### src/rtl/led_scan_ctrl_if.sv
// -----------------------------------------------------------------------------
// led_scan_ctrl_if
// Handshake bundle between the LED source-scan sequencer and the 74HC595
// shift-register driver.
//   hc595d_data      : pattern to shift; bit k = chain output k
//   hc595d_data_len  : number of chain bits to shift
//   hc595d_wr_en     : write request; a rising edge starts a transfer
//   hc595d_wr_finish : driver status; high = idle / transfer done
// Modports: master = sequencer side, slave = driver side.
// -----------------------------------------------------------------------------
interface led_scan_ctrl_if;
    logic [127:0] hc595d_data;
    logic [7:0]   hc595d_data_len;
    logic         hc595d_wr_en;
    logic         hc595d_wr_finish;

    modport master (
        output hc595d_data,
        output hc595d_data_len,
        output hc595d_wr_en,
        input  hc595d_wr_finish
    );

    modport slave (
        input  hc595d_data,
        input  hc595d_data_len,
        input  hc595d_wr_en,
        output hc595d_wr_finish
    );
endinterface

### src/rtl/led_scan_ctrl.sv
// -----------------------------------------------------------------------------
// led_scan_ctrl
// Source-scan sequencer for the NIRS front end. For every time slot it writes a
// one-hot LED pattern to the 595 driver, waits for the latch, settles, then
// opens a sample window of fixed length. An optional dark slot (all LEDs off)
// follows the last source, and an all-zero blank write is issued whenever a
// scan ends or is aborted.
// Ports:
//   clk, rst_n  : clock, asynchronous active-low reset
//   scan_en     : level; frames repeat while high (sampled in IDLE / frame end)
//   scan_stop   : single-cycle abort request
//   bus         : driver handshake (led_scan_ctrl_if.master)
//   src_idx     : current slot (NUM_SRC = dark slot)
//   sample_win  : detector data for src_idx is valid
//   frame_done  : one-cycle pulse after the last slot's dwell
//   busy        : sequencer not idle
//   wr_err      : sticky driver-timeout flag, cleared at the next scan start
// -----------------------------------------------------------------------------
module led_scan_ctrl #(
    parameter int unsigned NUM_SRC    = 32,
    parameter int unsigned CHAIN_BITS = 32,
    parameter int unsigned SETTLE_CYC = 1000,
    parameter int unsigned DWELL_CYC  = 50000,
    parameter bit          DARK_EN    = 1'b1,
    parameter int unsigned WR_TIMEOUT = 4096
) (
    input  logic                   clk,
    input  logic                   rst_n,
    input  logic                   scan_en,
    input  logic                   scan_stop,
    led_scan_ctrl_if.master        bus,
    output logic [6:0]             src_idx,
    output logic                   sample_win,
    output logic                   frame_done,
    output logic                   busy,
    output logic                   wr_err
);

    typedef enum logic [3:0] {
        S_IDLE, S_LOAD, S_WR_REQ, S_WR_ACK, S_WR_DONE,
        S_SETTLE, S_DWELL, S_NEXT, S_BLANK
    } state_e;

    localparam logic [127:0] CHAIN_MASK  = {128{1'b1}} >> (128 - CHAIN_BITS);
    localparam logic [6:0]   LAST_IDX    = DARK_EN ? 7'(NUM_SRC) : 7'(NUM_SRC - 1);
    localparam logic [31:0]  SETTLE_LAST = 32'(SETTLE_CYC - 1);
    localparam logic [31:0]  DWELL_LAST  = 32'(DWELL_CYC - 1);
    localparam logic [31:0]  TMO_LAST    = 32'(WR_TIMEOUT - 1);

    state_e        state_q;
    logic [127:0]  data_q;
    logic [7:0]    len_q;
    logic          wr_en_q;
    logic [6:0]    src_idx_q;
    logic          sample_win_q;
    logic          frame_done_q;
    logic          wr_err_q;
    logic [31:0]   cnt_q;        // shared by transfer timeout, settle and dwell
    logic          stop_pend_q;  // abort seen while a handshake was in flight
    logic          blank_q;      // current transfer is the closing blank write

    logic [127:0]  slot_pat_d;

    // Source slots light exactly one LED; the dark slot lights none.
    always_comb begin
        slot_pat_d = '0;
        if (src_idx_q < 7'(NUM_SRC)) begin
            slot_pat_d = (128'(1) << src_idx_q) & CHAIN_MASK;
        end
    end

    // NOTE: every register below is assigned with <= so all state updates
    // take effect together at the clock edge, independent of statement order.
    always_ff @(posedge clk or negedge rst_n) begin
        if (!rst_n) begin
            state_q      <= S_IDLE;
            data_q       <= '0;
            len_q        <= '0;
            wr_en_q      <= 1'b0;
            src_idx_q    <= '0;
            sample_win_q <= 1'b0;
            frame_done_q <= 1'b0;
            wr_err_q     <= 1'b0;
            cnt_q        <= '0;
            stop_pend_q  <= 1'b0;
            blank_q      <= 1'b0;
        end else begin
            frame_done_q <= 1'b0;
            case (state_q)
                S_IDLE: begin
                    if (scan_en && bus.hc595d_wr_finish) begin
                        src_idx_q   <= '0;
                        wr_err_q    <= 1'b0;
                        stop_pend_q <= 1'b0;
                        state_q     <= S_LOAD;
                    end
                end
                S_LOAD: begin
                    if (scan_stop) begin
                        state_q <= S_BLANK;
                    end else begin
                        len_q   <= 8'(CHAIN_BITS);
                        data_q  <= slot_pat_d;
                        cnt_q   <= '0;
                        blank_q <= 1'b0;
                        wr_en_q <= 1'b1;
                        state_q <= S_WR_REQ;
                    end
                end
                S_BLANK: begin
                    len_q       <= 8'(CHAIN_BITS);
                    data_q      <= '0;
                    cnt_q       <= '0;
                    blank_q     <= 1'b1;
                    stop_pend_q <= 1'b0;
                    wr_en_q     <= 1'b1;
                    state_q     <= S_WR_REQ;
                end
                S_WR_REQ: begin
                    if (scan_stop && !blank_q) stop_pend_q <= 1'b1;
                    if (cnt_q >= TMO_LAST) begin
                        wr_err_q <= 1'b1;
                        wr_en_q  <= 1'b0;
                        state_q  <= S_IDLE;
                    end else begin
                        cnt_q <= cnt_q + 32'd1;
                        if (!bus.hc595d_wr_finish) begin
                            wr_en_q <= 1'b0;
                            state_q <= S_WR_ACK;
                        end
                    end
                end
                S_WR_ACK: begin
                    if (scan_stop && !blank_q) stop_pend_q <= 1'b1;
                    if (bus.hc595d_wr_finish) begin
                        if (blank_q)                        state_q <= S_IDLE;
                        else if (stop_pend_q || scan_stop)  state_q <= S_BLANK;
                        else                                state_q <= S_WR_DONE;
                    end else if (cnt_q >= TMO_LAST) begin
                        wr_err_q <= 1'b1;
                        state_q  <= S_IDLE;
                    end else begin
                        cnt_q <= cnt_q + 32'd1;
                    end
                end
                S_WR_DONE: begin
                    cnt_q   <= '0;
                    state_q <= scan_stop ? S_BLANK : S_SETTLE;
                end
                S_SETTLE: begin
                    if (scan_stop) begin
                        state_q <= S_BLANK;
                    end else if (cnt_q >= SETTLE_LAST) begin
                        cnt_q        <= '0;
                        sample_win_q <= 1'b1;
                        state_q      <= S_DWELL;
                    end else begin
                        cnt_q <= cnt_q + 32'd1;
                    end
                end
                S_DWELL: begin
                    if (scan_stop) begin
                        sample_win_q <= 1'b0;
                        state_q      <= S_BLANK;
                    end else if (cnt_q >= DWELL_LAST) begin
                        sample_win_q <= 1'b0;
                        state_q      <= S_NEXT;
                    end else begin
                        cnt_q <= cnt_q + 32'd1;
                    end
                end
                S_NEXT: begin
                    if (scan_stop) begin
                        state_q <= S_BLANK;
                    end else if (src_idx_q < LAST_IDX) begin
                        src_idx_q <= src_idx_q + 7'd1;
                        state_q   <= S_LOAD;
                    end else begin
                        frame_done_q <= 1'b1;
                        if (scan_en) begin
                            src_idx_q <= '0;
                            state_q   <= S_LOAD;
                        end else begin
                            state_q <= S_BLANK;
                        end
                    end
                end
                default: state_q <= S_IDLE;
            endcase
        end
    end

    assign bus.hc595d_data     = data_q;
    assign bus.hc595d_data_len = len_q;
    assign bus.hc595d_wr_en    = wr_en_q;
    assign src_idx             = src_idx_q;
    // NOTE: the abort must close the window in the same cycle, so the
    // registered window is gated combinationally by scan_stop.
    assign sample_win          = sample_win_q & ~scan_stop;
    assign frame_done          = frame_done_q;
    assign busy                = (state_q != S_IDLE);
    assign wr_err              = wr_err_q;

endmodule

### src/flat_wrapper.sv
// flat-port wrapper written by rule: the top's interface ports become plain ports
module led_scan_ctrl_flat 
#(
    parameter int unsigned NUM_SRC    = 32,
    parameter int unsigned CHAIN_BITS = 32,
    parameter int unsigned SETTLE_CYC = 1000,
    parameter int unsigned DWELL_CYC  = 50000,
    parameter bit          DARK_EN    = 1'b1,
    parameter int unsigned WR_TIMEOUT = 4096
)
  (clk, rst_n, scan_en, scan_stop, src_idx, sample_win, frame_done, busy, wr_err, bus_hc595d_data, bus_hc595d_data_len, bus_hc595d_wr_en, bus_hc595d_wr_finish);
  led_scan_ctrl_if bus_i ();
  input  logic clk;
  input  logic rst_n;
  input  logic scan_en;
  input  logic scan_stop;
  output logic [6:0] src_idx;
  output logic sample_win;
  output logic frame_done;
  output logic busy;
  output logic wr_err;
  output wire logic [$bits(bus_i.hc595d_data)-1:0] bus_hc595d_data;
  output wire logic [$bits(bus_i.hc595d_data_len)-1:0] bus_hc595d_data_len;
  output wire logic [$bits(bus_i.hc595d_wr_en)-1:0] bus_hc595d_wr_en;
  input wire logic [$bits(bus_i.hc595d_wr_finish)-1:0] bus_hc595d_wr_finish;
  assign bus_hc595d_data = bus_i.hc595d_data;
  assign bus_hc595d_data_len = bus_i.hc595d_data_len;
  assign bus_hc595d_wr_en = bus_i.hc595d_wr_en;
  assign bus_i.hc595d_wr_finish = bus_hc595d_wr_finish;
  led_scan_ctrl #(.NUM_SRC(NUM_SRC), .CHAIN_BITS(CHAIN_BITS), .SETTLE_CYC(SETTLE_CYC), .DWELL_CYC(DWELL_CYC), .DARK_EN(DARK_EN), .WR_TIMEOUT(WR_TIMEOUT)) u_core (.clk(clk), .rst_n(rst_n), .scan_en(scan_en), .scan_stop(scan_stop), .bus(bus_i), .src_idx(src_idx), .sample_win(sample_win), .frame_done(frame_done), .busy(busy), .wr_err(wr_err));
endmodule
### config.mk
export PLATFORM = sky130hd
export DESIGN_NAME = led_scan_ctrl_flat
export DESIGN_NICKNAME = d
export VERILOG_FILES = /design/src/rtl/led_scan_ctrl_if.sv /design/src/rtl/led_scan_ctrl.sv /design/src/flat_wrapper.sv
export SDC_FILE = /design/constraint.sdc
export NUM_CORES = 1
export LEC_CHECK = 0
export BUFFER_PORTS_ARGS = -buffer_cell sky130_fd_sc_hd__buf_2
export CAP_MARGIN = 10
export CELL_PAD_IN_SITES_DETAIL_PLACEMENT = 0
export CELL_PAD_IN_SITES_GLOBAL_PLACEMENT = 1
export CORE_ASPECT_RATIO = 0.5
export CORE_MARGIN = 5
export CORE_UTILIZATION = 30
export CTS_BUF_LIST = sky130_fd_sc_hd__clkbuf_4
export CTS_CLUSTER_SIZE = 16
export DETAILED_ROUTE_END_ITERATION = 12
export GPL_TIMING_DRIVEN = 1
export PLACE_DENSITY_LB_ADDON = 0.25
export SLEW_MARGIN = 10
export SYNTH_ARGS = -nofsm -noshare
export SYNTH_HDL_FRONTEND = slang
export SYNTH_SLANG_ARGS = --single-unit
### constraint.sdc
create_clock -name clk -period 1.9 [get_ports clk]
set_input_delay 0.57 -clock clk [delete_from_list [all_inputs] [get_ports clk]]
set_output_delay 0.57 -clock clk [all_outputs]
set_load 0.1 [all_outputs]
# --- Yosys cells after proc, flatten, opt, wreduce, memory -nomap -nowiden ---
# Index checks and enable logic that the tools add are counted.
op_classes:
  n_lt_le_gt_ge: 4
  bitwise: 2
  eq_ne: 22
  add_sub_neg: 2
  multipliers: 0
  div_mod_pow: 0
  n_reduce_logical: 23
  shift: 1
  n_mux: 55
ops:
  columns: ["op", "n"]
  rows:
  - ["32-bit 2-to-1 mux", 8]
  - ["128-bit one-hot mux with 2 select lines", 1]
  - ["32-bit one-hot mux with 6 select lines", 1]
  - ["128-bit 2-to-1 mux", 1]
  - ["4-bit 2-to-1 mux", 16]
  - ["4-bit one-hot mux with 9 select lines", 1]
  - ["32-bit by 1-bit adder with 32-bit output (second input constant)", 1]
  - ["32-bit by 10-bit greater-or-equal comparator with 1-bit output (second input constant)", 1]
  - ["32-bit by 12-bit greater-or-equal comparator with 1-bit output (second input constant)", 1]
  - ["32-bit by 16-bit greater-or-equal comparator with 1-bit output (second input constant)", 1]
  - ["1-bit by 7-bit left shift with 32-bit output (first input constant)", 1]
  - ["7-bit 2-to-1 mux", 4]
  - ["4-bit by 3-bit == test with 1-bit output (second input constant)", 4]
  - ["8-bit one-hot mux with 2 select lines", 1]
  - ["1-bit 2-to-1 mux", 15]
  - ["3-bit by 2-bit != test with 1-bit output (second input constant)", 5]
  - ["7-bit one-hot mux with 2 select lines", 1]
  - ["2-bit != test (second input constant)", 6]
  - ["1-bit one-hot mux with 3 select lines", 3]
  - ["3-bit AND reduction", 3]
  - ["3-bit nonzero test", 3]
  - ["4-bit by 2-bit == test with 1-bit output (second input constant)", 2]
  - ["8-bit 2-to-1 mux", 1]
  - ["4-bit AND reduction", 2]
  - ["other kinds (19)", 26]
word_totals:
  mem_bits_ro: 0
  inputBits: 5
  mem_bits_rw: 0
  mem_count: 0
  latchBits: 0
  register_bits: 185

# --- Logic depth before layout (Yosys ltp) ---
# Gate-level depths: netlist of run 1.
depth:
  ltp_word: 5
  depth_mapped: 9

# --- Worst setup path before layout of run 1 ---
# No wires, ideal clock.
synth_path:
  kind: "input-to-output"
  startpoint: "in scan_stop"
  endpoint: "out sample_win"
  path_stages: 2
  path_buffers: 1
  arrival_time_ns: 2.097
  setup_slack_ns: -0.767
  cell_sequence: "clkbuf_1 -> nor2b_1"
synth_via:
  elab_chain_cells: 2
synth_lines:
  columns: ["item", "line", "source"]
  rows:
  - ["from (decl)", "flat_wrapper.sv:16", "input logic scan_stop;"]
  - ["1-bit NOT", "led_scan_ctrl.sv:199", "assign sample_win = sample_win_q & ~scan_stop;"]
  - ["1-bit AND", "led_scan_ctrl.sv:199", null]
  - ["to (decl)", "flat_wrapper.sv:18", "output logic sample_win;"]
# No other way between the ends.

# --- Final worst setup path of run 1 ---
layout_path:
  startpoint: "reg u_core.cnt_q[0]"
  endpoint: "reg u_core.cnt_q[0]"
layout_via:
  elab_chain_cells: 4
  word_cells_on_any_way: 13
  classes_between: "1 x add/sub; 3 x order compare; 1 x eq/ne; 7 x mux; 1 x reduce/logical"
layout_lines:
  columns: ["item", "line", "source"]
  rows:
  - ["from (decl)", "led_scan_ctrl.sv:58", "logic [31:0] cnt_q;"]
  - ["from (signal assigned)", "led_scan_ctrl.sv:126", "cnt_q <= cnt_q + 32'd1;"]
  - ["from (signal assigned)", "led_scan_ctrl.sv:143", "cnt_q <= cnt_q + 32'd1;"]
  - ["from (signal assigned)", "led_scan_ctrl.sv:158", "cnt_q <= cnt_q + 32'd1;"]
  - ["32-bit by 1-bit adder with 32-bit output (tied with other cells)", null, null]
  - ["32-bit 2-to-1 mux, on equally long branches", null, null]
  - ["32-bit 2-to-1 mux, on equally long branches", "led_scan_ctrl.sv:162, led_scan_ctrl.sv:135, led_scan_ctrl.sv:151", null]
  - ["32-bit one-hot mux with 6 select lines", "led_scan_ctrl.sv:89", "case (state_q)"]
# Several ways; a longest one is shown, not always the timed one. The select of a mux whose other input is x is not followed.
# A chain may end at the register's enable or synchronous reset.

==> results of run 1 <==
-- kinds of logic after synthesis --
| family | Yosys count | synth area share [%] |
|---|---|---|
| AO/OA/AOI/OAI | 120 | 17.0 |
| buffers and inverters | 135 | 19.1 |
| other | 1 | 0.0772 |
| AND/OR/NAND/NOR | 186 | 20.6 |
| flip-flops | 82 | 42.2 |
| adder cells (fa/ha/maj) | 2 | 0.515 |
| multiplexers | 2 | 0.464 |
-- routing by layer --
layer  up-vias  track usage (%)  routed length, um
li1       1954                -                  -
met1      1934             17.4               5900
met4         0             2.89                 69
met2       160             21.0               5790
met5         -                0                  0
met3        11             3.34                918
-- worst max-delay path by stage --
stage                      from               end  slack [ps]  cells past startpoint
2_1_floorplan         scan_stop        sample_win        -190                      2
3_3_place_gp    u_core.cnt_q[1]   u_core.cnt_q[0]        -230                      8
3_5_place_dp   u_core.cnt_q[21]  u_core.cnt_q[24]        -280                      8
4_1_cts         u_core.cnt_q[0]   u_core.cnt_q[0]        -260                      8
5_1_grt        u_core.cnt_q[21]   u_core.cnt_q[4]        -330                      7
6_report        u_core.cnt_q[0]   u_core.cnt_q[0]        -240                      8
-- sequential cells by signal (all words and copies together) (netlist names) --
register / flops
u_core.cnt_q: 32
u_core.bus.hc595d_data: 32
u_core.bus.hc595d_data_len: 1
u_core.wr_err: 1
u_core.bus.hc595d_wr_en: 1
u_core.state_q: 4
u_core.src_idx: 7
u_core.sample_win_q: 1
u_core.blank_q: 1
u_core.stop_pend_q: 1
u_core.frame_done: 1
-- what timing repair did --
item	4_1_cts	5_1_grt
cloned	2	0
gates resized for setup	46	70
pin swaps	8	19
setup buffers	10	8
setup endpoints to repair	50	98
-- power groups by stage --
| stage | combinational (uW) | sequential (uW) | clock (uW) |
|---|---|---|---|
| 2_1_floorplan | 2740 | 2660 | 0 |
| 3_3_place_gp | 4200 | 2130 | 0 |
| 3_5_place_dp | 4210 | 2130 | 0 |
| 4_1_cts | 4520 | 2100 | 1030 |
| 5_1_grt | 5000 | 2110 | 1100 |
| 6_report | 4740 | 2090 | 963 |
-- Yosys cell counts, types with 4 or more instances --
cell type,count
sky130_fd_sc_hd__buf_2,8
sky130_fd_sc_hd__a22o_1,29
sky130_fd_sc_hd__nand3b_1,4
sky130_fd_sc_hd__o21ai_0,40
sky130_fd_sc_hd__nor2b_1,5
sky130_fd_sc_hd__nor3_1,11
sky130_fd_sc_hd__dfrtp_1,82
sky130_fd_sc_hd__a31oi_1,8
sky130_fd_sc_hd__clkbuf_1,10
sky130_fd_sc_hd__and3_1,5
sky130_fd_sc_hd__a41oi_1,4
sky130_fd_sc_hd__nand2b_1,8
sky130_fd_sc_hd__inv_1,9
sky130_fd_sc_hd__o31ai_1,4
sky130_fd_sc_hd__and4_1,5
sky130_fd_sc_hd__nor2_1,53
sky130_fd_sc_hd__a21oi_1,14
sky130_fd_sc_hd__or3_1,4
sky130_fd_sc_hd__nand2_1,48
sky130_fd_sc_hd__and2_1,5
sky130_fd_sc_hd__nor4_1,8
sky130_fd_sc_hd__nand3_1,10
sky130_fd_sc_hd__buf_4,103
sky130_fd_sc_hd__nor3b_1,5
-- critical path: stages, from the launching register on --
cell	delay, ps
sky130_fd_sc_hd__dfrtp_1	430
sky130_fd_sc_hd__ha_4	190
sky130_fd_sc_hd__nand3_4	80
sky130_fd_sc_hd__or4_4	560
sky130_fd_sc_hd__a21oi_4	160
sky130_fd_sc_hd__nor4b_4	80
sky130_fd_sc_hd__nor2b_4	170
sky130_fd_sc_hd__buf_6	140
sky130_fd_sc_hd__mux2_2	250
-- cell type report --
cell class,count,area (um^2)
fill,1582,9270
multi-input combinational,413,2510
sequential,82,2070
timing repair buffer,163,1360
tap,221,277
clock buffer,10,75.1
clock inverter,6,48.8
inverter,9,33.8
antenna,1,2.50
-- through the flow --
step / hold slack [ps] / power [uW]
3_5_place_dp: 449 / 6340
4_1_cts: 28.7 / 7640
3_3_place_gp: 452 / 6320
6_report: 44.8 / 7800
5_1_grt: 15.7 / 8220
2_1_floorplan: 274 / 5390
==> report_table.html, run 1 <==
<table>
<tr><th>Metric</th><th>Value</th></tr>
<tr><th colspan="2">Run status</th></tr>
<tr><td>Outcome</td><td>finished with violations</td></tr>
<tr><td>Violations in the final reports</td><td>setup timing</td></tr>
<tr><th colspan="2">Timing</th></tr>
<tr><td>Ratio of final minimum period to clock period</td><td>113%</td></tr>
<tr><td>Unrepaired setup endpoints after global routing</td><td>true</td></tr>
<tr><td>Transition time at the pin with the least slew margin</td><td>538 ps</td></tr>
<tr><td>Pins Over Slew Limit</td><td>0</td></tr>
<tr><td>Accumulated negative setup slack</td><td>-6780 ps</td></tr>
<tr><td>Fin worst setup slack</td><td>-240 ps</td></tr>
<tr><td>Number of failing setup endpoints in the final timing report</td><td>36</td></tr>
<tr><td>Setup Skew</td><td>roughly 27 ps</td></tr>
<tr><td>Shortest clock period the worst path allows after layout</td><td>around 2100 ps</td></tr>
<tr><td>Endpoints failing hold</td><td>0</td></tr>
<tr><td>F_max</td><td>between 0.4 and 0.5 GHz</td></tr>
<tr><td>Worst slew slack as a fraction of its limit</td><td>63.9%</td></tr>
<tr><th colspan="2">Floorplan</th></tr>
<tr><td>CORE AREA</td><td>15,700 um^2</td></tr>
<tr><td>Full die area</td><td>between 15,000 and 20,000 um^2</td></tr>
<tr><td>Die height</td><td>between 90 and 100 um</td></tr>
<tr><td>Number of cell rows</td><td>32</td></tr>
<tr><td>Starting Density</td><td>between 30 and 40%</td></tr>
<tr><td>Width of the chip</td><td>190 um</td></tr>
<tr><td>Count of pins on the block boundary</td><td>around 150</td></tr>
<tr><th colspan="2">Drt</th></tr>
<tr><td>Via density per instance</td><td>4.49</td></tr>
<tr><td>Avg WL per Cell</td><td>~14 um</td></tr>
<tr><td>1st-pass router iterations</td><td>4</td></tr>
<tr><td>Drc violations</td><td>0</td></tr>
<tr><td>Via count</td><td>4,059</td></tr>
<tr><td>Detailed Route WL</td><td>around 13,000 um</td></tr>
<tr><td>First DRT Iteration DRCs</td><td>176</td></tr>
<tr><td>ANT nets after route</td><td>0</td></tr>
<tr><th colspan="2">Global route</th></tr>
<tr><td>Pin count of the biggest net entering global routing</td><td>36</td></tr>
<tr><td>Antenna violations before repair</td><td>1</td></tr>
<tr><td>Global-route wire length before repair</td><td>approximately 20,000 um</td></tr>
<tr><td>Overall track demand over capacity in global routing</td><td>between 10% and 20%</td></tr>
<tr><td>Global route total overflow</td><td>0</td></tr>
<tr><td>Via count of the first global-routing pass</td><td>a little under 4,000</td></tr>
<tr><th colspan="2">Power and ir drop</th></tr>
<tr><td>Largest voltage drop on the vdd net</td><td>about 0.00053 V</td></tr>
<tr><td>Fraction of power consumed by sequential logic</td><td>between 20% and 30%</td></tr>
<tr><td>Power share of the combinational group</td><td>approximately 60%</td></tr>
<tr><td>Relative contribution of the clock network to total power</td><td>about 12%</td></tr>
<tr><td>Pint</td><td>approximately 3800 uW</td></tr>
<tr><td>Total leakage power</td><td>roughly 0.0031 uW</td></tr>
<tr><td>Proportion of total power due to net switching</td><td>just over 50%</td></tr>
<tr><td>Power per standard cell area</td><td>between 1000 and 1500 nW/um^2</td></tr>
<tr><td>Sw Pwr</td><td>just over 4000 uW</td></tr>
<tr><th colspan="2">Clock tree</th></tr>
<tr><td>Insertion delay of the later-clocked pin in the worst-skew pair</td><td>roughly 460 ps</td></tr>
<tr><td>Maximum root-to-sink buffer count</td><td>2</td></tr>
<tr><td>CTS sink cnt</td><td>around 80</td></tr>
<tr><td>CTS clk-pin slew, worst paths</td><td>roughly 150 ps</td></tr>
<tr><td>Maximum level of the CTS H-tree</td><td>3</td></tr>
<tr><td>CTS tree</td><td>done</td></tr>
<tr><td>Clock root buffer</td><td>sky130_fd_sc_hd__clkbuf_4</td></tr>
<tr><td>Clock buffer count from CTS</td><td>9</td></tr>
<tr><td>Post-CTS Hold Buffers</td><td>0</td></tr>
<tr><th colspan="2">Logic synthesis</th></tr>
<tr><td>Post-synthesis cell count</td><td>about 530</td></tr>
<tr><td>Register bit count reported by yosys</td><td>roughly 80</td></tr>
<tr><td>Cell area after technology mapping</td><td>around 5000 um^2</td></tr>
<tr><td>Area contributors post-synth</td><td>sky130_fd_sc_hd__dfrtp_1 (42%), sky130_fd_sc_hd__buf_4 (16%), sky130_fd_sc_hd__a22o_1 (5.2%), sky130_fd_sc_hd__o21ai_0 (4.1%), sky130_fd_sc_hd__nor2_1 (4.1%)</td></tr>
<tr><td>Count of unique library cells instantiated by Yosys</td><td>a little under 60</td></tr>
<tr><td>Part of the Yosys area used for sequential elements</td><td>between 40% and 50%</td></tr>
<tr><td>Yosys warning total</td><td>0</td></tr>
<tr><td>Leading register cell type out of synthesis</td><td>sky130_fd_sc_hd__dfrtp_1</td></tr>
<tr><td>Number of enable-type register cells in the synthesized netlist</td><td>0</td></tr>
<tr><td>Average size of a mapped cell</td><td>around 9.2 um^2</td></tr>
<tr><td>Share of synthesized registers carrying an async set or reset</td><td>100%</td></tr>
<tr><td>Yosys top cell area share</td><td>approximately 42%</td></tr>
<tr><td>Largest area contributor in the synthesized netlist</td><td>sky130_fd_sc_hd__dfrtp_1</td></tr>
<tr><th colspan="2">Final layout</th></tr>
<tr><td>Number of cells in the finished layout apart from fillers</td><td>905</td></tr>
<tr><td># nets final</td><td>slightly below 700</td></tr>
<tr><td>Commonest cells after routing, fill and taps aside</td><td>sky130_fd_sc_hd__conb_1 (103), sky130_fd_sc_hd__buf_4 (102), sky130_fd_sc_hd__dfrtp_1 (73)</td></tr>
<tr><td>Post-route cell area</td><td>roughly 6400 um^2</td></tr>
<tr><td>Share of post-route cells with drive strength above 1</td><td>between 30% and 40%</td></tr>
<tr><td>Fraction of the core area covered by cells at the end of the flow</td><td>about two fifths</td></tr>
<tr><td>Most common library cell in the layout ignoring fill and taps</td><td>sky130_fd_sc_hd__conb_1</td></tr>
<tr><td>Area growth from synthesis to layout</td><td>31.4%</td></tr>
<tr><th colspan="2">Worst setup path</th></tr>
<tr><td>Crit Reg-Reg Startpoint</td><td>u_core.cnt_q[0]</td></tr>
<tr><td>Arrival time at the worst endpoint</td><td>2480 ps</td></tr>
<tr><td>Class of the most critical setup path</td><td>reg2reg</td></tr>
<tr><td>Worst Path Required</td><td>about 2200 ps</td></tr>
<tr><td>Reg2Reg Setup Slack</td><td>-240 ps</td></tr>
<tr><td>Number of cells traversed by the worst register-to-register path</td><td>8</td></tr>
<tr><td>Startpoint types</td><td>flip-flop</td></tr>
<tr><td>Capturing element type of the critical path</td><td>flip-flop</td></tr>
<tr><td>Max Fanout on Critical Path</td><td>5</td></tr>
<tr><td>Capture instance of the worst register-to-register path</td><td>u_core.cnt_q[0]</td></tr>
<tr><th colspan="2">Placement</th></tr>
<tr><td>Area post-placement</td><td>just under 6000 um^2</td></tr>
<tr><td>IO Port Bufs</td><td>between 40 and 50</td></tr>
<tr><td>Routability Congestion</td><td>between 0.7 and 0.8</td></tr>
<tr><td>Post-Place Cells</td><td>870</td></tr>
<tr><td>Half-perimeter wire length of the detailed placement result</td><td>9180 um</td></tr>
<tr><td>Post-place setup slack</td><td>-275 ps</td></tr>
<tr><th colspan="2">Min path</th></tr>
<tr><td>Hold/Removal Path Class</td><td>in2async</td></tr>
<tr><th colspan="2">Flow run</th></tr>
<tr><td>Max-cap viol count</td><td>0</td></tr>
</table>
(Power assumes the default switching activity.)
==> run 2: changes to the inputs <==
--- a/config.mk
+++ b/config.mk
@@ -10,7 +10,6 @@
 export CELL_PAD_IN_SITES_DETAIL_PLACEMENT = 0
 export CELL_PAD_IN_SITES_GLOBAL_PLACEMENT = 1
 export CORE_ASPECT_RATIO = 0.5
-export CORE_MARGIN = 5
 export CORE_UTILIZATION = 30
 export CTS_BUF_LIST = sky130_fd_sc_hd__clkbuf_4
 export CTS_CLUSTER_SIZE = 16
==> run 2 against run 1 <==
The flow still finishes with violations (setup timing). Final area grew 3.0%. Critical path depth up 1. Wire length fell by 3.1%. Maximum frequency is 1.9% lower. Power is 6.2% higher. Sequential cell count is the same. Sequential share of layout area down 0.97 points. Sequential power is essentially flat. Clock power rose by 15%.
==> report_table.html, run 2 (synthesized netlist as in run 1, its figures left out) <==
<table>
<tr><th>Metric</th><th>Value</th></tr>
<tr><th colspan="2">Run status</th></tr>
<tr><td>Outcome</td><td>finished with violations</td></tr>
<tr><td>Violations in the final reports</td><td>setup timing</td></tr>
<tr><th colspan="2">Worst setup path</th></tr>
<tr><td>Max Fanout on Critical Path</td><td>4</td></tr>
<tr><td>Cell at the slowest stage of the critical path</td><td>sky130_fd_sc_hd__or4_4</td></tr>
<tr><td>Combined buffer and inverter count along the critical path</td><td>2</td></tr>
<tr><td>Arrival time at the worst endpoint</td><td>2500 ps</td></tr>
<tr><td>Capture instance of the worst register-to-register path</td><td>u_core.cnt_q[0]</td></tr>
<tr><td>Class of the most critical setup path</td><td>reg2reg</td></tr>
<tr><td>Family of cells with the greatest summed delay on the critical path</td><td>simple AND/OR/NAND/NOR gates</td></tr>
<tr><td>Worst Path Required</td><td>~2200 ps</td></tr>
<tr><td>Max incr delay on CP</td><td>between 500 and 600 ps</td></tr>
<tr><td>Reg2Reg Setup Slack</td><td>-280 ps</td></tr>
<tr><td>CP Cell Sequence</td><td>ha_2 &gt; nand3_2 &gt; or4_4 &gt; a21oi_4 &gt; nor4b_4 &gt; buf_4 &gt; nor2b_4 &gt; buf_6 &gt; mux2_2</td></tr>
<tr><td>Capturing element type of the critical path</td><td>flip-flop</td></tr>
<tr><td>Number of cells traversed by the worst register-to-register path</td><td>9</td></tr>
<tr><td>Crit Reg-Reg Startpoint</td><td>u_core.cnt_q[1]</td></tr>
<tr><td>Startpoint types</td><td>flip-flop</td></tr>
<tr><th colspan="2">Global route</th></tr>
<tr><td>Antenna violations before repair</td><td>0</td></tr>
<tr><td>Pin count of the biggest net entering global routing</td><td>34</td></tr>
<tr><td>Overall track demand over capacity in global routing</td><td>between 10% and 20%</td></tr>
<tr><td>Global route total overflow</td><td>0</td></tr>
<tr><td>Via count of the first global-routing pass</td><td>3,796</td></tr>
<tr><td>Global-route wire length before repair</td><td>about 20,000 um</td></tr>
<tr><th colspan="2">Timing</th></tr>
<tr><td>Setup Skew</td><td>19.7 ps</td></tr>
<tr><td>F_max</td><td>between 0.4 and 0.5 GHz</td></tr>
<tr><td>Unrepaired setup endpoints after global routing</td><td>true</td></tr>
<tr><td>Shortest clock period the worst path allows after layout</td><td>between 2000 and 2500 ps</td></tr>
<tr><td>Final-layout worst hold slack</td><td>476 ps</td></tr>
<tr><td>Pins Over Slew Limit</td><td>0</td></tr>
<tr><td>Fin worst setup slack</td><td>-282 ps</td></tr>
<tr><td>Ratio of final minimum period to clock period</td><td>115%</td></tr>
<tr><td>Endpoints failing hold</td><td>0</td></tr>
<tr><td>Number of failing setup endpoints in the final timing report</td><td>35</td></tr>
<tr><th colspan="2">Final layout</th></tr>
<tr><td>Most common library cell in the layout ignoring fill and taps</td><td>sky130_fd_sc_hd__buf_4</td></tr>
<tr><td>Share of post-route cells with drive strength above 1</td><td>between 30% and 40%</td></tr>
<tr><td>Fillers</td><td>~1,600</td></tr>
<tr><td>N_diodes</td><td>0</td></tr>
<tr><td>Fraction of the core area covered by cells at the end of the flow</td><td>42.1%</td></tr>
<tr><td># nets final</td><td>~700</td></tr>
<tr><td>Number of cells in the finished layout apart from fillers</td><td>899</td></tr>
<tr><td>Commonest cells after routing, fill and taps aside</td><td>sky130_fd_sc_hd__buf_4 (106), sky130_fd_sc_hd__conb_1 (103), sky130_fd_sc_hd__dfrtp_1 (74)</td></tr>
<tr><td>Area growth from synthesis to layout</td><td>35.3%</td></tr>
<tr><th colspan="2">Placement</th></tr>
<tr><td>Routability Congestion</td><td>approximately 0.80</td></tr>
<tr><td>Post-Place Cells</td><td>roughly 860</td></tr>
<tr><td>IO Port Bufs</td><td>49</td></tr>
<tr><td>Half-perimeter wire length of the detailed placement result</td><td>8670 um</td></tr>
<tr><th colspan="2">Drt</th></tr>
<tr><td>Via density per instance</td><td>around 4.6</td></tr>
<tr><td>Via count</td><td>4,123</td></tr>
<tr><td>Drc violations</td><td>0</td></tr>
<tr><td>Avg WL per Cell</td><td>about 14 um</td></tr>
<tr><td>1st-pass router iterations</td><td>6</td></tr>
<tr><td>ANT nets after route</td><td>0</td></tr>
<tr><td>First DRT Iteration DRCs</td><td>between 200 and 250</td></tr>
<tr><td>Detailed Route WL</td><td>~12,000 um</td></tr>
<tr><th colspan="2">Clock tree</th></tr>
<tr><td>Maximum root-to-sink buffer count</td><td>2</td></tr>
<tr><td>CTS tree</td><td>done</td></tr>
<tr><td>Clock buffer count from CTS</td><td>9</td></tr>
<tr><td>CTS clk-pin slew, worst paths</td><td>about 130 ps</td></tr>
<tr><td>Maximum level of the CTS H-tree</td><td>3</td></tr>
<tr><td>Clock root buffer</td><td>sky130_fd_sc_hd__clkbuf_4</td></tr>
<tr><td>Insertion delay of the later-clocked pin in the worst-skew pair</td><td>430 ps</td></tr>
<tr><td>CTS sink cnt</td><td>82</td></tr>
<tr><th colspan="2">Power and ir drop</th></tr>
<tr><td>Total leakage power</td><td>between 0.003 and 0.004 uW</td></tr>
<tr><td>Power per standard cell area</td><td>roughly 1300 nW/um^2</td></tr>
<tr><td>Largest voltage drop on the vdd net</td><td>around 0.0006 V</td></tr>
<tr><th colspan="2">Min path</th></tr>
<tr><td>Destination of the worst hold path</td><td>u_core.bus.hc595d_data_len[5]</td></tr>
<tr><td>Hold/Removal Path Class</td><td>reg2reg</td></tr>
<tr><td>Start point of the worst hold path</td><td>u_core.bus.hc595d_data_len[5]</td></tr>
<tr><td>Cell depth of the worst hold path</td><td>1</td></tr>
<tr><th colspan="2">Floorplan</th></tr>
<tr><td>Width of the chip</td><td>between 150 and 200 um</td></tr>
<tr><td>Count of pins on the block boundary</td><td>153</td></tr>
<tr><td>Full die area</td><td>16,700 um^2</td></tr>
<tr><td>Die height</td><td>92.0 um</td></tr>
<tr><td>Number of cell rows</td><td>32</td></tr>
<tr><td>Starting Density</td><td>between 30% and 40%</td></tr>
<tr><td>CORE AREA</td><td>15,600 um^2</td></tr>
<tr><th colspan="2">Flow run</th></tr>
<tr><td>Max-cap viol count</td><td>0</td></tr>
</table>
run 2: changes by cell type in the layout (fill, tap and decap cells not counted), moves of 3 or more:
cell	change
sky130_fd_sc_hd__a31oi_1	-3
sky130_fd_sc_hd__a31oi_4	+4
sky130_fd_sc_hd__buf_2	+22
sky130_fd_sc_hd__buf_4	+4
sky130_fd_sc_hd__buf_8	+3
sky130_fd_sc_hd__clkbuf_4	-19
sky130_fd_sc_hd__nor4_1	-3
run 2: what timing repair did:
action,CTS,global route
pin swaps,15,28
resized for setup,55,63
hold buffers,1,0
cloned,3,0
buffers inserted,9,14
endpoints found under the hold margin,5,0
setup endpoints to repair,63,81
run 2: worst reg2reg max path: stages, from the launching register on:
cell,delay [ps]
sky130_fd_sc_hd__dfrtp_1,380
sky130_fd_sc_hd__ha_2,190
sky130_fd_sc_hd__nand3_2,80
sky130_fd_sc_hd__or4_4,550
sky130_fd_sc_hd__a21oi_4,160
sky130_fd_sc_hd__nor4b_4,70
sky130_fd_sc_hd__buf_4,170
sky130_fd_sc_hd__nor2b_4,130
sky130_fd_sc_hd__buf_6,110
sky130_fd_sc_hd__mux2_2,250
run 2: per-stage QoR:
stage / setup slack (ps) / power (uW) / setup TNS [ps] / instance area (um^2)
6_report: -282 / 8280 / -6620 / 6570
2_1_floorplan: -189 / 5390 / -3660 / 5370
4_1_cts: -335 / 7920 / -7010 / 6220
5_1_grt: -357 / 8690 / -10140 / 6570
3_3_place_gp: -302 / 6360 / -9590 / 5850
3_5_place_dp: -351 / 6370 / -10800 / 5850
run 2: per-layer routing:
layer  vias up  track usage (%)  part of all wire [%]
li1       1987                -                     -
met3         6             2.82                   4.8
met2       151             24.0                    45
met5         -                0                     0
met4         0             2.94                  0.59
met1      1979             20.8                    50
run 2: how the worst max path moves through the flow:
stage	from	to	slack (ps)	depth (start not counted)
finish	u_core.cnt_q[1]	u_core.cnt_q[0]	-280	9
global route	u_core.cnt_q[1]	u_core.cnt_q[0]	-360	9
CTS	u_core.state_q[3]	busy	-330	6
detailed placement	u_core.cnt_q[1]	u_core.cnt_q[0]	-350	9
global placement	u_core.cnt_q[0]	u_core.cnt_q[2]	-300	9
floorplan	scan_stop	sample_win	-190	2
run 2: power breakdown:
part	switching, uW	total (uW)	leakage (uW)	internal (uW)
sequential	154	2060	0.00111	1910
combinational	3340	5100	0.00206	1760
clock	676	1110	0.0000755	435
total	4180	8280	0.00325	4100
run 2: cell type report:
class | count | area [um^2] | share of cell area (%)
clock buffers | 10 | 75.1 | 1.14
clock inverters | 6 | 73.8 | 1.12
inverters | 9 | 33.8 | 0.514
multi-input cells | 416 | 2690 | 40.9
flip-flops and latches | 82 | 2070 | 31.4
well taps | 204 | 255 | 3.88
repair buffers | 172 | 1380 | 21.0
==> run 3: changes to the inputs <==
--- a/config.mk
+++ b/config.mk
@@ -5,6 +5,7 @@
 export SDC_FILE = /design/constraint.sdc
 export NUM_CORES = 1
 export LEC_CHECK = 0
+export ABC_AREA = 1
 export BUFFER_PORTS_ARGS = -buffer_cell sky130_fd_sc_hd__buf_2
 export CAP_MARGIN = 10
 export CELL_PAD_IN_SITES_DETAIL_PLACEMENT = 0
==> run 3 against run 2 <==
The flow still finishes with violations (setup timing). Sequential power shrank 6%. First-iteration DRC count shrank 51%. Register-to-register slack gained 310 ps. Sequential cell count is the same. Sequential share of layout area grew 5.0 points. Power shrank 17%. Maximum frequency grew 14%. Synthesized cell count grew 20%. Synthesized area shrank 0.46%. Die area shrank 0.46%. Critical path depth shrank 5. Critical endpoint is now busy. Largest power group unchanged. Highest routed layer unchanged.
==> report_table.html, run 3 <==
<table>
<tr><th>Metric</th><th>Value</th></tr>
<tr><th colspan="2">Timing</th></tr>
<tr><td>F_max</td><td>0.524 GHz</td></tr>
<tr><td>Number of failing setup endpoints in the final timing report</td><td>1</td></tr>
<tr><td>Unrepaired setup endpoints after global routing</td><td>true</td></tr>
<tr><td>Shortest clock period the worst path allows after layout</td><td>between 1500 and 2000 ps</td></tr>
<tr><td>Endpoints failing hold</td><td>0</td></tr>
<tr><td>Pins Over Slew Limit</td><td>0</td></tr>
<tr><td>Fin worst setup slack</td><td>-10.2 ps</td></tr>
<tr><td>Ratio of final minimum period to clock period</td><td>101%</td></tr>
<tr><td>Accumulated negative setup slack</td><td>-10.2 ps</td></tr>
<tr><td>Setup Skew</td><td>between 20 and 30 ps</td></tr>
<tr><th colspan="2">Worst setup path</th></tr>
<tr><td>Startpoint types</td><td>flip-flop</td></tr>
<tr><td>Capturing element type of the critical path</td><td>output pin</td></tr>
<tr><td>Reg2Reg Setup Slack</td><td>30 ps</td></tr>
<tr><td>Max incr delay on CP</td><td>about 410 ps</td></tr>
<tr><td>Combined buffer and inverter count along the critical path</td><td>2</td></tr>
<tr><td>Capture instance of the worst register-to-register path</td><td>u_core.cnt_q[4]</td></tr>
<tr><td>Class of the most critical setup path</td><td>reg2out</td></tr>
<tr><td>Family of cells with the greatest summed delay on the critical path</td><td>flip-flops</td></tr>
<tr><td>Arrival time at the worst endpoint</td><td>around 1300 ps</td></tr>
<tr><td>Max Fanout on Critical Path</td><td>5</td></tr>
<tr><td>Cell at the slowest stage of the critical path</td><td>sky130_fd_sc_hd__dfrtp_1</td></tr>
<tr><td>CP Cell Sequence</td><td>nor2_1 &gt; buf_4 &gt; nand2_4 &gt; buf_12</td></tr>
<tr><td>Crit Reg-Reg Startpoint</td><td>u_core.state_q[0]</td></tr>
<tr><td>Worst Path Required</td><td>1330 ps</td></tr>
<tr><td>Number of cells traversed by the worst register-to-register path</td><td>12</td></tr>
<tr><th colspan="2">Clock tree</th></tr>
<tr><td>CTS tree</td><td>done</td></tr>
<tr><td>CTS clk-pin slew, worst paths</td><td>between 150 and 200 ps</td></tr>
<tr><td>Clock root buffer</td><td>sky130_fd_sc_hd__clkbuf_4</td></tr>
<tr><td>Maximum level of the CTS H-tree</td><td>3</td></tr>
<tr><td>Post-CTS Hold Buffers</td><td>0</td></tr>
<tr><td>CTS sink cnt</td><td>82</td></tr>
<tr><td>Clock buffer count from CTS</td><td>9</td></tr>
<tr><td>Maximum root-to-sink buffer count</td><td>2</td></tr>
<tr><td>Insertion delay of the later-clocked pin in the worst-skew pair</td><td>460 ps</td></tr>
<tr><th colspan="2">Logic synthesis</th></tr>
<tr><td>Register bit count reported by yosys</td><td>82</td></tr>
<tr><td>Part of the Yosys area used for sequential elements</td><td>a little over two fifths</td></tr>
<tr><td>Area contributors post-synth</td><td>sky130_fd_sc_hd__dfrtp_1 (42%), sky130_fd_sc_hd__buf_4 (16%), sky130_fd_sc_hd__nand2_1 (12%), sky130_fd_sc_hd__nor2_1 (5.8%), sky130_fd_sc_hd__o21ai_0 (4.8%)</td></tr>
<tr><td>Largest area contributor in the synthesized netlist</td><td>sky130_fd_sc_hd__dfrtp_1</td></tr>
<tr><td>Yosys top cell area share</td><td>42.4%</td></tr>
<tr><td>Leading post-synthesis cells by instance count</td><td>sky130_fd_sc_hd__nand2_1 (151), sky130_fd_sc_hd__buf_4 (105), sky130_fd_sc_hd__dfrtp_1 (82)</td></tr>
<tr><td>Cell area after technology mapping</td><td>4830 um^2</td></tr>
<tr><td>Yosys warning total</td><td>0</td></tr>
<tr><td>Number of enable-type register cells in the synthesized netlist</td><td>0</td></tr>
<tr><td>Leading register cell type out of synthesis</td><td>sky130_fd_sc_hd__dfrtp_1</td></tr>
<tr><td>Dominant cell by count in the synthesized netlist</td><td>sky130_fd_sc_hd__nand2_1</td></tr>
<tr><td>Count of unique library cells instantiated by Yosys</td><td>29</td></tr>
<tr><td>Post-synthesis cell count</td><td>between 600 and 700</td></tr>
<tr><td>Average size of a mapped cell</td><td>~7.6 um^2</td></tr>
<tr><td>Share of synthesized registers carrying an async set or reset</td><td>between 90% and 100%</td></tr>
<tr><th colspan="2">Power and ir drop</th></tr>
<tr><td>Pint</td><td>3440 uW</td></tr>
<tr><td>Largest voltage drop on the vdd net</td><td>about 0.00046 V</td></tr>
<tr><td>Power share of the combinational group</td><td>roughly 55%</td></tr>
<tr><td>Sw Pwr</td><td>around 3400 uW</td></tr>
<tr><td>Relative contribution of the clock network to total power</td><td>16.3%</td></tr>
<tr><td>Proportion of total power due to net switching</td><td>approximately half</td></tr>
<tr><td>Fraction of power consumed by sequential logic</td><td>about 28%</td></tr>
<tr><td>Total leakage power</td><td>around 0.003 uW</td></tr>
<tr><td>Power per standard cell area</td><td>around 1200 nW/um^2</td></tr>
<tr><th colspan="2">Final layout</th></tr>
<tr><td>Area growth from synthesis to layout</td><td>16.9%</td></tr>
<tr><td>Share of post-route cells with drive strength above 1</td><td>19.7%</td></tr>
<tr><td>Fillers</td><td>approximately 1,700</td></tr>
<tr><td>Number of cells in the finished layout apart from fillers</td><td>slightly above 900</td></tr>
<tr><td>N_diodes</td><td>0</td></tr>
<tr><td>Most common library cell in the layout ignoring fill and taps</td><td>sky130_fd_sc_hd__nand2_1</td></tr>
<tr><td># nets final</td><td>roughly 730</td></tr>
<tr><td>Commonest cells after routing, fill and taps aside</td><td>sky130_fd_sc_hd__nand2_1 (143), sky130_fd_sc_hd__conb_1 (103), sky130_fd_sc_hd__dfrtp_1 (76)</td></tr>
<tr><th colspan="2">Run status</th></tr>
<tr><td>Violations in the final reports</td><td>setup timing</td></tr>
<tr><td>Outcome</td><td>finished with violations</td></tr>
<tr><th colspan="2">Placement</th></tr>
<tr><td>Routability Congestion</td><td>~0.84</td></tr>
<tr><td>Half-perimeter wire length of the detailed placement result</td><td>8230 um</td></tr>
<tr><td>IO Port Bufs</td><td>49</td></tr>
<tr><td>Post-Place Cells</td><td>~900</td></tr>
<tr><th colspan="2">Drt</th></tr>
<tr><td>Via density per instance</td><td>4.27</td></tr>
<tr><td>Drc violations</td><td>0</td></tr>
<tr><td>1st-pass router iterations</td><td>4</td></tr>
<tr><td>Detailed Route WL</td><td>approximately 12,000 um</td></tr>
<tr><td>Avg WL per Cell</td><td>between 10 and 15 um</td></tr>
<tr><td>First DRT Iteration DRCs</td><td>between 100 and 150</td></tr>
<tr><td>Via count</td><td>a little under 4,000</td></tr>
<tr><td>ANT nets after route</td><td>0</td></tr>
<tr><th colspan="2">Global route</th></tr>
<tr><td>Overall track demand over capacity in global routing</td><td>~14%</td></tr>
<tr><td>Global-route wire length before repair</td><td>18,600 um</td></tr>
<tr><td>Via count of the first global-routing pass</td><td>3,627</td></tr>
<tr><td>Antenna violations before repair</td><td>0</td></tr>
<tr><td>Pin count of the biggest net entering global routing</td><td>between 80 and 90</td></tr>
<tr><td>Global route total overflow</td><td>0</td></tr>
<tr><th colspan="2">Floorplan</th></tr>
<tr><td>Count of pins on the block boundary</td><td>about 150</td></tr>
<tr><td>Starting Density</td><td>a little under a third</td></tr>
<tr><td>CORE AREA</td><td>15,600 um^2</td></tr>
<tr><td>Width of the chip</td><td>about 180 um</td></tr>
<tr><td>Full die area</td><td>16,700 um^2</td></tr>
<tr><td>Die height</td><td>between 90 and 100 um</td></tr>
<tr><td>Number of cell rows</td><td>32</td></tr>
<tr><th colspan="2">Min path</th></tr>
<tr><td>Hold/Removal Path Class</td><td>in2async</td></tr>
<tr><th colspan="2">Flow run</th></tr>
<tr><td>Max-cap viol count</td><td>0</td></tr>
</table>
==> run 3: cells by family after synthesis <==
group / after synthesis / share of synthesized area, %
flops: 82 / 42.4
xor+xnor: 13 / 2.36
other cells: 1 / 0.0776
buf+inv: 175 / 21.9
fa+ha+maj: 2 / 0.518
compound gates: 66 / 6.91
simple gates: 297 / 25.8
==> run 3: cell type report <==
type | count | area (um^2) | area share (%)
multi-input cells | 481 | 2180 | 38.7
clock buffers | 9 | 67.6 | 1.20
well taps | 204 | 255 | 4.52
clock inverters | 7 | 76.3 | 1.35
repair inverters | 1 | 7.51 | 0.133
repair buffers | 88 | 778 | 13.8
flip-flops and latches | 82 | 2060 | 36.4
inverters | 58 | 223 | 3.94
==> run 3: layer usage <==
metal	track usage (%)	up-vias	share of wire [%]
li1	-	1960	-
met1	18.4	1875	47
met2	23.8	128	47
met3	3.93	11	4.9
met4	2.68	0	0.75
met5	0	-	0
==> run 3: per-stage QoR <==
stage / utilization, % / cell area (um^2) / setup WS [ps] / hold slack [ps] / power (uW)
2_1_floorplan: - / 5230 / 14.3 / 274 / 4490
3_3_place_gp: 33.3 / 5180 / 49.1 / 451 / 5200
3_5_place_dp: 33.3 / 5180 / 71.9 / 453 / 5190
4_1_cts: 34.6 / 5400 / -61.7 / 120 / 6450
5_1_grt: 36.3 / 5650 / -147 / 103 / 7250
6_report: 36.3 / 5650 / -10.2 / 129 / 6840
==> run 3: worst max-delay path by stage <==
stage | from | to | slack, ps | cells after the start
2_1_floorplan | u_core.state_q[0] | u_core.cnt_q[12] | 10 | 9
3_3_place_gp | scan_stop | u_core.state_q[0] | 50 | 11
3_5_place_dp | scan_stop | u_core.state_q[0] | 70 | 11
4_1_cts | u_core.state_q[2] | busy | -60 | 4
5_1_grt | u_core.state_q[0] | u_core.cnt_q[1] | -150 | 12
6_report | u_core.state_q[3] | busy | -10 | 4
==> run 3: worst register-to-register path: cells and delay by family, from the launching register on <==
kind / cells / cell delay (ps)
AOI/OAI and AO/OA: 1 / 70
buffers and inverters: 4 / 500
DFF: 1 / 450
and+or+nand+nor: 7 / 800
==> run 3: repair_timing <==
action / in CTS / in global routing
gates cloned: 0 / 3
pin swaps: 2 / 8
endpoints found under the setup margin: 8 / 69
setup buffers: 3 / 7
gates resized for setup: 16 / 51
==> run 3: power by group through the flow <==
stage               Clock (uW)  Sequential [uW]  Combinational, uW
finish                    1110             1940               3780
global placement             0             1970               3230
global route              1240             1960               4050
CTS                       1150             1940               3350
floorplan                    0             2200               2290
detailed placement           0             1980               3210
